===== config.mk =====
export PLATFORM = sky130hd
export DESIGN_NAME = press_arbiter_flat
export DESIGN_NICKNAME = d
export VERILOG_FILES = /design/src/rtl/press_arb_pkg.sv /design/src/rtl/press_arbiter_if.sv /design/src/rtl/sync_chain.sv /design/src/rtl/press_arbiter.sv /design/src/flat_wrapper.sv
export SDC_FILE = /design/constraint.sdc
export NUM_CORES = 1
export LEC_CHECK = 0
export BUFFER_PORTS_ARGS = -buffer_cell sky130_fd_sc_hd__buf_2
export CORE_MARGIN = 5
export CORE_UTILIZATION = 60
export CTS_BUF_LIST = sky130_fd_sc_hd__clkbuf_4
export CTS_CLUSTER_SIZE = 30
export DETAILED_ROUTE_END_ITERATION = 8
export GPL_TIMING_DRIVEN = 0
export MAX_ROUTING_LAYER = met4
export PLACE_DENSITY = 0.82
export SYNTH_ARGS = -nofsm -noshare
export SYNTH_HDL_FRONTEND = slang
export SYNTH_SLANG_ARGS = --single-unit

===== constraint.sdc =====
create_clock -name clk -period 2.38 [get_ports clk]
set_input_delay 0.238 -clock clk [delete_from_list [all_inputs] [get_ports clk]]
set_output_delay 0.238 -clock clk [all_outputs]
set_load 0.05 [all_outputs]

===== src/rtl/press_arb_pkg.sv =====
// Shared types and default sizing for the push-button request arbiter.
// Optional PRESS_ARB_DEBOUNCE_EN adds per-line debounce counters.
package press_arb_pkg;

  localparam int N_DEF    = 4;
  localparam int SYNC_DEF = 2;
  localparam int DEB_DEF  = 1000;

  typedef enum logic {
    IDLE  = 1'b0,
    OFFER = 1'b1
  } arb_state_e;

endpackage


===== src/rtl/press_arbiter_if.sv =====
// Grant handshake between the arbiter (master) and its single consumer.
// grant_idx stays stable while grant_valid is high and unaccepted.
interface press_arbiter_if
  import press_arb_pkg::*;
#(
  parameter int N = N_DEF
);

  localparam int IW = $clog2(N);

  logic          grant_valid;
  logic          grant_ready;
  logic [IW-1:0] grant_idx;

  modport master (
    output grant_valid,
    output grant_idx,
    input  grant_ready
  );

  modport slave (
    input  grant_valid,
    input  grant_idx,
    output grant_ready
  );

endinterface


===== src/rtl/sync_chain.sv =====
// Single-bit multi-flop synchronizer for an asynchronous raw input.
// All flops clear on reset so a held-high line yields a fresh edge.
module sync_chain
  import press_arb_pkg::*;
#(
  parameter int STAGES = SYNC_DEF
) (
  input  logic clk,
  input  logic reset,
  input  logic d_i,
  output logic q_o
);

  logic [STAGES-1:0] ff_q;

  always_ff @(posedge clk or negedge reset) begin
    if (!reset) begin
      ff_q <= '0;
    end else begin
      ff_q <= {ff_q[STAGES-2:0], d_i};
    end
  end

  assign q_o = ff_q[STAGES-1];

endmodule


===== src/rtl/press_arbiter.sv =====
// Sync, edge-latch and round-robin hand-off of N raw request lines.
// Define PRESS_ARB_DEBOUNCE_EN to insert debounce counters per line.
module press_arbiter
  import press_arb_pkg::*;
#(
  parameter int N               = N_DEF,
  parameter int SYNC_STAGES     = SYNC_DEF,
  parameter int DEBOUNCE_CYCLES = DEB_DEF
) (
  input  logic            clk,
  input  logic            reset,
  input  logic [N-1:0]    req_raw,
  press_arbiter_if.master gnt,
  output logic [N-1:0]    pending,
  output logic            overflow
);

  localparam int IW = $clog2(N);

  if (N < 2 || N > 16 || SYNC_STAGES < 2 || DEBOUNCE_CYCLES < 1) begin : g_bad_cfg
    $error("press_arbiter: parameter out of range");
  end

  logic [N-1:0] s;
  logic [N-1:0] lvl;
  logic [N-1:0] lvl_dly_q;
  logic [N-1:0] rise;

`ifdef PRESS_ARB_DEBOUNCE_EN
  localparam int CW = $clog2(DEBOUNCE_CYCLES + 1);
`endif

  for (genvar g = 0; g < N; g++) begin : g_line
    sync_chain #(
      .STAGES (SYNC_STAGES)
    ) u_sync (
      .clk   (clk),
      .reset (reset),
      .d_i   (req_raw[g]),
      .q_o   (s[g])
    );

`ifdef PRESS_ARB_DEBOUNCE_EN
    logic [CW-1:0] cnt_q;
    logic          deb_q;

    // any sample matching the accepted level restarts the count
    always_ff @(posedge clk or negedge reset) begin
      if (!reset) begin
        cnt_q <= '0;
        deb_q <= 1'b0;
      end else if (s[g] == deb_q) begin
        cnt_q <= '0;
      end else if (cnt_q == CW'(DEBOUNCE_CYCLES - 1)) begin
        cnt_q <= '0;
        deb_q <= s[g];
      end else begin
        cnt_q <= cnt_q + 1'b1;
      end
    end

    assign lvl[g] = deb_q;
`else
    assign lvl[g] = s[g];
`endif
  end

  always_ff @(posedge clk or negedge reset) begin
    if (!reset) begin
      lvl_dly_q <= '0;
    end else begin
      lvl_dly_q <= lvl;
    end
  end

  assign rise = lvl & ~lvl_dly_q;

  arb_state_e    state_q, state_d;
  logic [IW-1:0] idx_q, idx_d;
  logic [IW-1:0] ptr_q, ptr_d;
  logic [N-1:0]  pend_q, pend_d;
  logic          ovf_q, ovf_d;
  logic          accept;
  logic [IW-1:0] win;
  logic          found;
  int            k;

  assign accept = (state_q == OFFER) && gnt.grant_ready;

  // first pending line at or after ptr, wrapping modulo N
  always_comb begin
    win   = '0;
    found = 1'b0;
    k     = 0;
    for (int j = 0; j < N; j++) begin
      k = int'(ptr_q) + j;
      if (k >= N) k = k - N;
      if (!found && pend_q[k[IW-1:0]]) begin
        found = 1'b1;
        win   = k[IW-1:0];
      end
    end
  end

  always_comb begin
    state_d = state_q;
    idx_d   = idx_q;
    ptr_d   = ptr_q;
    pend_d  = pend_q;
    ovf_d   = ovf_q;
    for (int i = 0; i < N; i++) begin
      if (accept && idx_q == IW'(i)) begin
        pend_d[i] = rise[i];
      end else if (rise[i]) begin
        if (pend_q[i]) ovf_d = 1'b1;
        pend_d[i] = 1'b1;
      end
    end
    unique case (state_q)
      IDLE: begin
        if (|pend_q) begin
          idx_d   = win;
          state_d = OFFER;
        end
      end
      OFFER: begin
        if (gnt.grant_ready) begin
          ptr_d   = (idx_q == IW'(N - 1)) ? '0 : idx_q + 1'b1;
          state_d = IDLE;
        end
      end
      default: state_d = IDLE;
    endcase
  end

  always_ff @(posedge clk or negedge reset) begin
    if (!reset) begin
      state_q <= IDLE;
      idx_q   <= '0;
      ptr_q   <= '0;
      pend_q  <= '0;
      ovf_q   <= 1'b0;
    end else begin
      state_q <= state_d;
      idx_q   <= idx_d;
      ptr_q   <= ptr_d;
      pend_q  <= pend_d;
      ovf_q   <= ovf_d;
    end
  end

  assign gnt.grant_valid = (state_q == OFFER);
  assign gnt.grant_idx   = idx_q;
  assign pending         = pend_q;
  assign overflow        = ovf_q;

endmodule

===== src/flat_wrapper.sv =====
// flat-port wrapper written by rule: the top's interface ports become plain ports
module press_arbiter_flat import press_arb_pkg::*;
#(
  parameter int N               = N_DEF,
  parameter int SYNC_STAGES     = SYNC_DEF,
  parameter int DEBOUNCE_CYCLES = DEB_DEF
)
  (clk, reset, req_raw, pending, overflow, gnt_grant_valid, gnt_grant_idx, gnt_grant_ready);
  press_arbiter_if #(.N(N)) gnt_i ();
  input  logic clk;
  input  logic reset;
  input  logic [N-1:0] req_raw;
  output logic [N-1:0] pending;
  output logic overflow;
  output wire logic [$bits(gnt_i.grant_valid)-1:0] gnt_grant_valid;
  output wire logic [$bits(gnt_i.grant_idx)-1:0] gnt_grant_idx;
  input wire logic [$bits(gnt_i.grant_ready)-1:0] gnt_grant_ready;
  assign gnt_grant_valid = gnt_i.grant_valid;
  assign gnt_grant_idx = gnt_i.grant_idx;
  assign gnt_i.grant_ready = gnt_grant_ready;
  press_arbiter #(.N(N), .SYNC_STAGES(SYNC_STAGES), .DEBOUNCE_CYCLES(DEBOUNCE_CYCLES)) u_core (.clk(clk), .reset(reset), .req_raw(req_raw), .gnt(gnt_i), .pending(pending), .overflow(overflow));
endmodule

# Yosys cells after proc, flatten, opt, wreduce, memory -nomap -nowiden
# Index checks and enable logic that the tools add are counted.
word_totals:
  elab_cells: 97
  inputBits: 7
  reg_bits: 22
classes:
  n_mux: 43
  bitwise: 3
  n_lt_le_gt_ge: 8
  eq_ne: 3
  n_addsub: 8
  n_reduce_logical: 19
op_table:
  columns: ["cell", "n"]
  rows:
  - ["1-bit 2-to-1 mux", 29]
  - ["2-bit 2-to-1 mux", 9]
  - ["2-bit by 3-bit less-than comparator with 1-bit output (second input constant)", 4]
  - ["3-bit greater-or-equal comparator (second input constant)", 3]
  - ["1-bit binary-select mux with 2-bit select", 4]
  - ["1-bit logical AND", 8]
  - ["2-bit nonzero test", 4]
  - ["2-bit by 1-bit subtractor with 2-bit output (second input constant)", 4]
  - ["2-bit by 2-bit adder with 3-bit output (second input constant)", 2]
  - ["4-bit AND", 1]
  - ["2-bit equality test (second input constant)", 2]
  - ["4-bit inverter", 1]
  - ["2-bit AND reduction", 2]
  - ["4-bit OR reduction", 1]
  - ["2-bit by 1-bit adder with 3-bit output (second input constant)", 1]
  - ["2-bit by 3-bit greater-or-equal comparator with 1-bit output (second input constant)", 1]
  - ["1-bit logical NOT", 3]
  - ["2-bit by 1-bit adder with 2-bit output (second input constant)", 1]
  - ["2-bit by 1-bit equality test with 1-bit output (second input constant)", 1]
  - ["2-bit logical NOT", 1]
  - ["1-bit one-hot mux with 2 select lines", 1]
  - ["1-bit inverter", 1]

# Logic depth before layout (Yosys ltp)
logic_depth:
  ltp_word: 14
  ltp_mapped: 6
  mapped_depth_nobuf: 6

# By module
# Synthesis repeated with hierarchy kept, for this count alone.
unflattened:
  hier_cells: 70
  area_unflattened_um2: 839.6
by_module_without_submodules:
  columns: ["mod", "cells_per_inst", "instances", "area_each_um2"]
  rows:
  - ["press_arbiter", 62, 1, 639.4]
  - ["sync_chain", 2, 4, 50.0]

# Least setup slack after synthesis
# No wires, ideal clock.
synth_path:
  path_type: "register -> register"
  startpoint: "reg u_core.idx_q[0] (netlist: u_core.gnt.grant_idx[0])"
  endpoint: "reg u_core.ovf_q (netlist: u_core.overflow)"
  path_slack_ns: 0.808
  setup_time_ns: 0.072
  path_buffers: 0
  path_stages_with_launch: 7
  synth_period_minus_slack_ns: 1.572
  arrival_ns: 1.500
  cell_sequence: "dfrtp_1 -> inv_1 -> ha_1 -> nand3_1 -> nand2_1 -> or3_1 -> nand4_1"
synth_between:
  elab_chain_len: 12
  elab_cells_between_ends: 18
  classes_between: "eq/ne (3); mux (10); reduce/logical (5)"
synth_rtl:
  columns: ["item", "line", "rtl"]
  rows:
  - ["start: declaration", "press_arbiter.sv:79", "logic [IW-1:0] idx_q, idx_d;"]
  - ["start signal: assignment", "press_arbiter.sv:145", "idx_q <= idx_d;"]
  - ["2-bit logical NOT", "press_arbiter.sv:112", "if (accept && idx_q == IW'(i)) begin"]
  - ["1-bit logical AND", "press_arbiter.sv:112", null]
  - ["1-bit 2-to-1 mux", "press_arbiter.sv:112", null]
  - ["1-bit 2-to-1 mux", "press_arbiter.sv:115", "if (pend_q[i]) ovf_d = 1'b1;"]
  - ["1-bit 2-to-1 mux", "press_arbiter.sv:114", "end else if (rise[i]) begin"]
  - ["1-bit 2-to-1 mux", "press_arbiter.sv:112", null]
  - ["1-bit 2-to-1 mux", "press_arbiter.sv:115", null]
  - ["1-bit 2-to-1 mux", "press_arbiter.sv:114", null]
  - ["1-bit 2-to-1 mux", "press_arbiter.sv:112", null]
  - ["1-bit 2-to-1 mux", "press_arbiter.sv:115", null]
  - ["1-bit 2-to-1 mux", "press_arbiter.sv:114", null]
  - ["1-bit 2-to-1 mux *", "press_arbiter.sv:112", null]
  - ["named net u_core.ovf_d", "press_arbiter.sv:82", "logic ovf_q, ovf_d;"]
  - ["end signal: assignment", "press_arbiter.sv:148", "ovf_q <= ovf_d;"]
  - ["end: declaration", "press_arbiter.sv:82", null]
# Mark *: on every way through the listed nets, which the timed path passes. The rest lies on a longest branch.
# A chain may end at the register's enable or synchronous reset.

# Final worst setup path
layout_path:
  startpoint: "reg u_core.pend_q[3] (netlist: u_core.pending[3])"
  endpoint: "out pending[3]"
layout_rtl:
  columns: ["item", "line", "rtl"]
  rows:
  - ["start: declaration", "press_arbiter.sv:81", "logic [N-1:0] pend_q, pend_d;"]
  - ["start signal: assignment", "press_arbiter.sv:147", "pend_q <= pend_d;"]
  - ["end: declaration", "flat_wrapper.sv:13", "output logic [N-1:0] pending;"]
# No word-level cell between the ends.

==> reports/qor.txt <==
status = completed
critical-path cell list = buf_2
Setup Crit Path Kind = flop to output pin
Stages on worst setup path = 1
Rel. slew slack = 69.16%
most common cell in the netlist = dfrtp_1
min Tclk post-route = 1.407 ns
Worst setup endpoint = pending[3]
via count = 595
unrepaired setup endpoints after global routing = no
leading cell types by count after synthesis = dfrtp_1, nand2_1, inv_1
Worst EP required = 2.14 ns
Initial Util = 61.73%
Worst-Skew Late Latency = 0.30 ns
critical path's slowest cell = dfrtp_1
Resized cells post-CTS = 0
Hold-fix buffers, CTS = 1
clock skew = 0.002975 ns
initial antenna violation count = 0
Power Density = 1135 nW/um^2
# rows = 14
Peak VDD IR = 0.0007088 V
Routed WL per cell = 13.13 um
io pins = 15
H-tree level count = 1
ys async rst share = 100.0%
P_int = 0.0006649 W
Leak = 0.4914 nW
count of different cell masters after synthesis = 27
largest family of logic cells by synthesized area = simple AND/OR/NAND/NOR gates
Synth Cell Area = 908.4 sq um
clk buf depth = 2
RR Startpoint = u_core.pending[0]
final setup vio count = 0
clk slew on worst S/H paths = 0.11 ns
DRT iter0 DRCs = 6
crit path from = u_core.pending[3]
DRC viols = 0
largest net degree at the start of global routing = 23
post-synthesis mux area share = 3.994%
Die Span Y = 48.91 um
min-delay worst type = input pin to flop
setup TNS = 0 ns
max frequency = 710.9 MHz
Die W = 48.91 um
vias in the first global route = 596
GRT Overall Usage = 14.03%
Cells after Synth = 75
non-filler cells, final = 110
Critical Path End Type = output pin
final hold vios = 0
Nets = 106
FF+latch count, synth = 22
adder-cell share of the synthesized area = 5.510%
post-CTS setup buffers = 0
clock root cell = clkbuf_4
Post-synth EDFFs = 0
Post-Syn Nets = 86
routability congestion estimate = 0.7949
Inst Count DP = 105
simple-gate share of the synthesized area = 18.04%
Top FF cell, synth = dfrtp_1
count of pins over their slew limit = 0
syn avg cell area = 12.11 sq um
sw frac = 43.37%
critical path's largest stage delay = 0.54 ns
crit path buf inv count = 1
post-synth top area cell = dfrtp_1
die area = 2392 sq um
Via density = 5.409
Synth area leaders = dfrtp_1, ha_1, nand2_1
critical path's top delay family = flip-flops
crit path DAT = 1.17 ns
clk sinks = 22
ant diodes = 0
xor-xnor portion of the synthesized cell area = 0%
Clock power frac = 14.2%
layout cells sized above 1 = 24.47%
Synth top area share = 60.61%
Switching Power = 0.0005092 W
share of the cycle needed by the critical path after routing = 59.10%
Synth Warn # = 0
CTS buffer count = 3
area grow syn2layout = 13.91%
Comb power frac = 37.8%
GRT overflow = 0
Routed WL = 1444 um
core area = 1471 sq um
number of max-cap violations = 0
Worst-Margin Slew = 0.4626 ns
Seq pwr share = 48.0%
count of input and output buffers = 14
Worst setup SP type = flop
r2r endpoint = u_core.gnt.grant_idx[0]
worst reg-to-reg setup slack = 1.04 ns
First-pass DRT Iterations = 4
first-pass GRT wire length = 2518 um
HPWL Detailed = 1105 um
worst-case reg-to-reg path depth = 3
antenna viol nets, final = 0
post-synthesis compound-gate area fraction = 8.815%
CTS tree = done
largest fanout on the critical path = 8
sequential-to-total area share from yosys stat = 60.61%
logic make-up (layout without fill, tap and decap cells):
logic type | count (synthesis) | in the layout
fa+ha+maj | 4 | 4
buf+inv | 7 | 26
flops | 22 | 22
simple gates | 26 | 26
mux | 3 | 3
compound gates | 13 | 13
how the worst min path moves through the flow:
stage                from  slack, ns  cells past startpoint                         endpoint
2_1_floorplan       reset      -0.06                      0  u_core.g_line[0].u_sync.ff_q[0]
3_3_place_gp        reset       0.21                      1  u_core.g_line[3].u_sync.ff_q[0]
3_5_place_dp        reset       0.22                      1  u_core.g_line[3].u_sync.ff_q[1]
4_1_cts        req_raw[1]       0.02                      1  u_core.g_line[1].u_sync.ff_q[0]
5_1_grt        req_raw[0]      0.007                      1  u_core.g_line[0].u_sync.ff_q[0]
6_report       req_raw[3]       0.03                      1  u_core.g_line[3].u_sync.ff_q[0]
worst reg2reg max path: stages, from the launching register on:
cell and delay (ns):
dfrtp_1 0.50, nor4_4 0.30, nor2_1 0.12, mux2_4 0.31
placed cells by master (no fill, tap or decap), drive strengths merged, types with 3 or more instances in the layout:
cell type  count
nand2          7
o21ai          5
clkbuf         3
nand2b         3
dfrtp         22
inv            6
nand3          4
or3            3
ha             4
buf           15
metrics by stage:
step	power, W	hold WS (ns)	utilization, %	instance area, sq um	setup WS [ns]
6_report	0.001174	0.02732	70.32	1035	0.9734
5_1_grt	0.001257	0.006536	70.32	1035	0.9084
4_1_cts	0.001186	0.01910	70.32	1035	0.9651
3_5_place_dp	0.001019	0.2202	67.86	998.5	1.047
3_3_place_gp	0.001000	0.2109	67.86	998.5	1.074
2_1_floorplan	0.0008922	-0.05759	-	908.4	0.8083
routing by layer:
| metal | wire length (um) | vias up | part of all wire, % | track usage, % |
|---|---|---|---|---|
| li1 | - | 299 | - | - |
| met1 | 679 | 279 | 47 | 17.17 |
| met2 | 645 | 14 | 45 | 21.09 |
| met3 | 89 | 3 | 6.2 | 4.281 |
| met4 | 30 | 0 | 2.1 | 6.726 |
| met5 | 0 | - | 0 | - |
state kept, by name, indices dropped and copies added (netlist names):
name / flops
u_core.lvl_dly_q: 4
u_core.pending: 4
u_core.gnt.grant_idx: 2
u_core.g_line.u_sync.ff_q: 8
u_core.gnt.grant_valid: 1
u_core.ptr_q: 2
u_core.overflow: 1
power by group through the flow:
stage / combinational [W] / clock (W) / sequential [W]
final: 0.000444 / 0.000167 / 0.000563
after global routing: 0.000483 / 0.000195 / 0.000578
after CTS: 0.000451 / 0.000173 / 0.000562
after detailed placement: 0.000447 / 0 / 0.000571
after global placement: 0.000438 / 0 / 0.000562
after floorplan: 0.000192 / 0 / 0.000701
layout make-up:
class	count	area (sq um)
plain buffers	1	5.005
clock buffers	3	22.52
clock inverters	1	3.754
fillers	116	436.7
inverters	6	22.52
multi-input cells	46	330.3
flip-flops and latches	22	550.5
well taps	16	20.02
repair buffers	15	80.08
Note: power is estimated with default switching activity, not from simulation.
